**src/rtl/div_pkg.sv**
```systemverilog
// Shared definitions for the sequential restoring divider: FSM encoding,
// default operand width and the quotient reported on divide-by-zero.
package div_pkg;

    localparam int DEF_WIDTH = 8;
    localparam int DEF_CNT_W = 4;

    // Sliced down to WIDTH by users; all ones at any width up to 64.
    localparam logic [63:0] DZ_QUOT_ALL = '1;

    typedef enum logic [1:0] {
        ST_IDLE = 2'd0,
        ST_RUN  = 2'd1,
        ST_FIN  = 2'd2
    } state_t;

endpackage

```
**src/rtl/div_step.sv**
```systemverilog
// One restoring shift/subtract step: shifts the next dividend bit into the
// partial remainder and subtracts the divisor if it fits.
module div_step #(
    parameter int W = 8
) (
    input  logic [W-1:0] i_rem,
    input  logic         i_quo_msb,
    input  logic [W-1:0] i_divisor,
    output logic [W-1:0] o_rem,
    output logic         o_q_bit
);

    logic [W:0] w_shift;
    logic [W:0] w_trial;

    assign w_shift = {i_rem, i_quo_msb};
    // W+1 bits so a borrow out of the shifted MSB is visible in w_trial[W].
    assign w_trial = w_shift - {1'b0, i_divisor};
    assign o_q_bit = ~w_trial[W];
    assign o_rem   = o_q_bit ? w_trial[W-1:0] : w_shift[W-1:0];

endmodule

```
**src/rtl/div_seq_unit.sv**
```systemverilog
// Multi-cycle unsigned divider: one restoring step per clock, results
// registered and announced with a single-cycle done pulse.
module div_seq_unit
    import div_pkg::*;
#(
    parameter int WIDTH = DEF_WIDTH,
    parameter int CNT_W = DEF_CNT_W
) (
    input  logic             clk,
    input  logic             rst,
    input  logic             start,
    input  logic [WIDTH-1:0] a,
    input  logic [WIDTH-1:0] b,
    output logic [WIDTH-1:0] q,
    output logic [WIDTH-1:0] r,
    output logic             busy,
    output logic             done,
    output logic             dz,
    output state_t           dbg_state
);

    state_t           r_state;
    state_t           w_next;
    logic [CNT_W-1:0] r_cnt;
    logic [WIDTH-1:0] r_quo;
    logic [WIDTH-1:0] r_div;
    logic [WIDTH-1:0] r_rem;
    logic             r_zero;
    logic [WIDTH-1:0] r_q;
    logic [WIDTH-1:0] r_r;
    logic             r_done;
    logic             r_dz;
    logic [WIDTH-1:0] w_rem_next;
    logic             w_q_bit;

    div_step #(.W(WIDTH)) u_step (
        .i_rem     (r_rem),
        .i_quo_msb (r_quo[WIDTH-1]),
        .i_divisor (r_div),
        .o_rem     (w_rem_next),
        .o_q_bit   (w_q_bit)
    );

    always_ff @(posedge clk or posedge rst) begin
        if (rst) begin
            r_state <= ST_IDLE;
        end else begin
            r_state <= w_next;
        end
    end

    always_comb begin
        w_next = r_state;
        case (r_state)
            ST_IDLE: if (start) w_next = (b == '0) ? ST_FIN : ST_RUN;
            ST_RUN:  if (r_cnt == CNT_W'(WIDTH - 1)) w_next = ST_FIN;
            ST_FIN:  w_next = ST_IDLE;
            default: w_next = ST_IDLE;
        endcase
    end

    // Working registers and output registers; q/r/dz only move in FIN,
    // except dz which is cleared when a new division is accepted.
    always_ff @(posedge clk or posedge rst) begin
        if (rst) begin
            r_cnt  <= '0;
            r_quo  <= '0;
            r_div  <= '0;
            r_rem  <= '0;
            r_zero <= 1'b0;
            r_q    <= '0;
            r_r    <= '0;
            r_done <= 1'b0;
            r_dz   <= 1'b0;
        end else begin
            r_done <= 1'b0;
            case (r_state)
                ST_IDLE: begin
                    if (start) begin
                        r_quo  <= a;
                        r_div  <= b;
                        r_rem  <= '0;
                        r_cnt  <= '0;
                        r_zero <= (b == '0);
                        r_dz   <= 1'b0;
                    end
                end
                ST_RUN: begin
                    r_rem <= w_rem_next;
                    r_quo <= {r_quo[WIDTH-2:0], w_q_bit};
                    r_cnt <= r_cnt + 1'b1;
                end
                ST_FIN: begin
                    r_done <= 1'b1;
                    if (r_zero) begin
                        r_q  <= DZ_QUOT_ALL[WIDTH-1:0];
                        r_r  <= r_quo;
                        r_dz <= 1'b1;
                    end else begin
                        r_q <= r_quo;
                        r_r <= r_rem;
                    end
                end
                default: ;
            endcase
        end
    end

    assign q         = r_q;
    assign r         = r_r;
    assign done      = r_done;
    assign dz        = r_dz;
    assign busy      = (r_state != ST_IDLE);
    assign dbg_state = r_state;

endmodule

```
**config.mk**
```make
export PLATFORM = sky130hd
export DESIGN_NAME = div_seq_unit
export DESIGN_NICKNAME = d
export VERILOG_FILES = /design/src/rtl/div_pkg.sv /design/src/rtl/div_step.sv /design/src/rtl/div_seq_unit.sv
export SDC_FILE = /design/constraint.sdc
export NUM_CORES = 1
export LEC_CHECK = 0
export ABC_CLOCK_PERIOD_IN_PS = 3600
export BUFFER_PORTS_ARGS = -buffer_cell sky130_fd_sc_hd__buf_2
export CELL_PAD_IN_SITES_DETAIL_PLACEMENT = 0
export CELL_PAD_IN_SITES_GLOBAL_PLACEMENT = 1
export CORE_ASPECT_RATIO = 1.4
export CORE_MARGIN = 4
export CORE_UTILIZATION = 46
export DETAILED_ROUTE_END_ITERATION = 10
export HOLD_SLACK_MARGIN = 0.1
export PLACE_DENSITY_LB_ADDON = 0.08
export SLEW_MARGIN = 20
export SYNTH_ARGS = -nofsm -noshare
export SYNTH_HDL_FRONTEND = slang
export SYNTH_SLANG_ARGS = --single-unit
```
**constraint.sdc**
```tcl
create_clock -name clk -period 3.6 [get_ports clk]
set_clock_uncertainty 0.1 [all_clocks]
set_input_delay 0.36 -clock clk [delete_from_list [all_inputs] [get_ports clk]]
set_output_delay 0.36 -clock clk [all_outputs]
set_load 0.05 [all_outputs]
```
==> flow_summary_export.csv <==
group,metric,value,unit
status,status,"completed",
worst_setup_path,path_buf_inv,2,
die,die_y,94.09,um
die,die_x,69.49,um
synthesis,syn_avg_cell_area,9.293,um2
synthesis,yosysMostFrequentCell,"nand2_1",
worst_setup_path,cp-start-kind,"flop",
clocking,numCtsBuffers,5,
placement,place.gp.congestion,0.7559,
timing,fmax,381.5,MHz
timing,finalSetupTns,0,ns
final_layout,fillers,504,
worst_setup_path,arrival,2.66,ns
final_layout,finalNonFillerCells,363,
grt,grt_overflow,0,
placement,dp.final_hpwl,3823,um
worst_hold_path,hp-class,"primary input to asynchronous set/reset pin",
final_layout,area_growth_syn_to_layout,14.54,%
worst_setup_path,crit_top_cell,"inv_1",
clocking,post_cts_buffers,0,
synthesis,synth_top_area_share,50.36,%
die,die_area,0.006538,mm2
timing,rsz0062_at_grt,"no",
timing,worstMarginPinSlew,1.052,ns
die,start_util,47.20,%
worst_setup_path,required,3.64,ns
final_layout,fin_nets,325,
synthesis,yosys_warnings,0,
timing,fin_crit_sh,72.82,%
timing,finalCriticalPeriod,2.621,ns
final_layout,multi_input_area,0.001104,mm2
grt,antenna_found_initial,0,
clocking,cts-root-buf,"clkbuf_8",
grt,grt_pass1_vias,1789,
route,wl_per_cell,14.36,um
synthesis,async_flop_share,100.0,%
power,power_leakage,1.354,nW
placement,placedCellCount,355,
final_layout,regArea,0.001226,mm2
worst_setup_path,path_cells,"inv_1, ha_1, inv_1, fa_1, a21o_1, a221oi_2, or3_1, o2111ai_4, mux2i_1, o21ai_1",
synthesis,synthFlopType,"dfrtp_1",
die,num_rows,31,
power,p_per_area,1098,mW/mm2
route,vias_per_cell,5.207,
timing,slew_violations,0,
final_layout,antenna_cells,0,
route,routed_wl,5214,um
die,coreArea,0.005159,mm2
clocking,clockBufferDepth,2,
synthesis,yosysTopAreaCell,"dfrtp_1",
clocking,clkLatencyLatePin,0.30,ns
grt,grt_pass1_wl,8866,um
timing,slew_headroom,29.85,%
clocking,cts_resized,0,
synthesis,synth.distinct_cells,34,
worst_setup_path,crit_type,"flop to flop",
synthesis,synthCells,262,
timing,setup_violations,0,
placement,io_buffer_count,39,
clocking,ctsHoldBuffers,0,
grt,grtUsageTotal,17.06,%
synthesis,ys_seq_elements,49,
route,drt_iter0_drc,111,
worst_setup_path,crit_slowest_cell,"fa_1",
route,ant_nets,0,
worst_setup_path,path_delay_family,"compound AO/OA/AOI/OAI gates",
clocking,cts_tree,"yes",
grt,grt_max_degree,50,
route,vias,1890,
synthesis,synth.area.top_cells,"dfrtp_1 (50%), nand2_1 (9.1%), o21ai_0 (7.4%), mux2i_1 (6.2%), ha_1 (4.6%)",
power,ir_drop,0.5366,mV
worst_setup_path,cpPeakStageDelay,0.39,ns
timing,final_hold_viol_count,0,
synthesis,ys_seq_area_share,50.36,%
clocking,cts.htree.levels,2,
synthesis,synth_nets,291,
die,ioPinCount,40,
synthesis,synth_edf_count,0,
clocking,clk_transition_reported_paths,0.09,ns
worst_setup_path,cp-end-kind,"flop",
synthesis,synth_area,0.002435,mm2
synthesis,synthTopCellsByCount,"nand2_1 (59), dfrtp_1 (49), o21ai_0 (36)",
route,dr.pass1.iters,4,
run,maxCapViolations,0,
route,drc,0,
worst_setup_path,cp_max_fo,9,
final_layout,drive_above_1_share,17.17,%
clocking,cts.sinks,49,
[logic make-up (layout without fill, tap and decap cells)]
kind of cell / Yosys count / count (layout) / synth area share [%]
AO/OA/AOI/OAI: 66 / 66 / 16.29
XOR/XNOR: 6 / 6 / 2.158
adder cells (fa/ha/maj): 10 / 10 / 5.447
buffers and inverters: 28 / 63 / 4.316
flip-flops: 49 / 49 / 50.36
multiplexers: 15 / 15 / 6.166
AND/OR/NAND/NOR: 88 / 88 / 15.26
[final timing paths]
check                                          start                    to  slack [ns]  depth (start not counted)
worst max-delay path            r_quo[7]$_DFFE_PP0P_  r_rem[5]$_DFFE_PP0P_        0.98                         10
worst min-delay path                             rst      r[1]$_DFFE_PP0P_        0.09                          2
worst max register to register  r_quo[7]$_DFFE_PP0P_  r_rem[5]$_DFFE_PP0P_        0.98                         10
worst min register to register      q[2]$_DFFE_PP0P_      q[2]$_DFFE_PP0P_        0.37                          2
max in group asynchronous                        rst  r_div[0]$_DFFE_PP0P_        2.79                          2
min in group clk                                b[5]  r_div[5]$_DFFE_PP0P_        0.18                          3
[area by class of cell]
type                    instances  share of cell area [%]
flip-flops and latches         49                   43.97
clock buffers                   7                   3.096
inverters                      15                   2.064
well taps                      66                   2.961
clock inverters                 1                   1.077
repair buffers                 40                   7.268
multi-input cells             185                   39.57
[power by group]
part	internal, W	switching, W
registers	0.000794	0.000196
clock network	0.000227	0.000177
logic	0.000640	0.00103
[flip-flops by register name (all words and copies together) (netlist names)]
name       flops
r              8
r_quo          8
q              8
done           1
r_zero         1
r_rem          8
r_div          8
dbg_state      2
r_cnt          4
dz             1
[metal layers]
layer	share of wire [%]	routed length [um]	vias to the layer above	GRT usage, %
met2	51	2639	37	29.54
met3	4.4	228	4	3.319
li1	-	-	957	-
met5	0	0	-	0
met4	1.1	58	0	5.700
met1	44	2288	892	21.28
[worst reg2reg max path, stage by stage, from the launching register on]
cell	delay, ns
dfrtp_1	0.38
inv_1	0.11
ha_1	0.16
inv_1	0.05
fa_1	0.39
a21o_1	0.21
a221oi_2	0.31
or3_1	0.20
o2111ai_4	0.26
mux2i_1	0.23
o21ai_1	0.07
[layout by cell type (no fill, tap or decap), drive strengths merged, types with 2 or more instances in the layout]
master  netlist  final
buf           1     40
nand2b        2      2
a21oi         4      4
xnor2         5      5
clkbuf       12      7
nand2        59     59
nand3         5      5
clkinv        1      2
dfrtp        49     49
ha            9      9
a31oi        10     10
mux2i        15     15
o21ai        42     42
inv          14     13
and3          2      2
or4           2      2
nand4         2      2
nor2         12     12
a21o          3      3
[through the flow]
step / hold WS (ns) / setup slack, ns / power, W / area [um2] / utilization (%)
after detailed placement: 0.3515 / 0.9898 / 0.002687 / 2671 / 51.78
after global placement: 0.3447 / 1.030 / 0.002658 / 2671 / 51.78
after floorplan: 0.3523 / 1.178 / 0.002330 / 2435 / -
final: 0.08968 / 0.9785 / 0.003062 / 2789 / 54.06
after global routing: 0.1662 / 0.7421 / 0.003334 / 2789 / 54.06
after CTS: 0.1675 / 0.9665 / 0.003095 / 2788 / 54.04
Power figures use the tool's default switching activity.
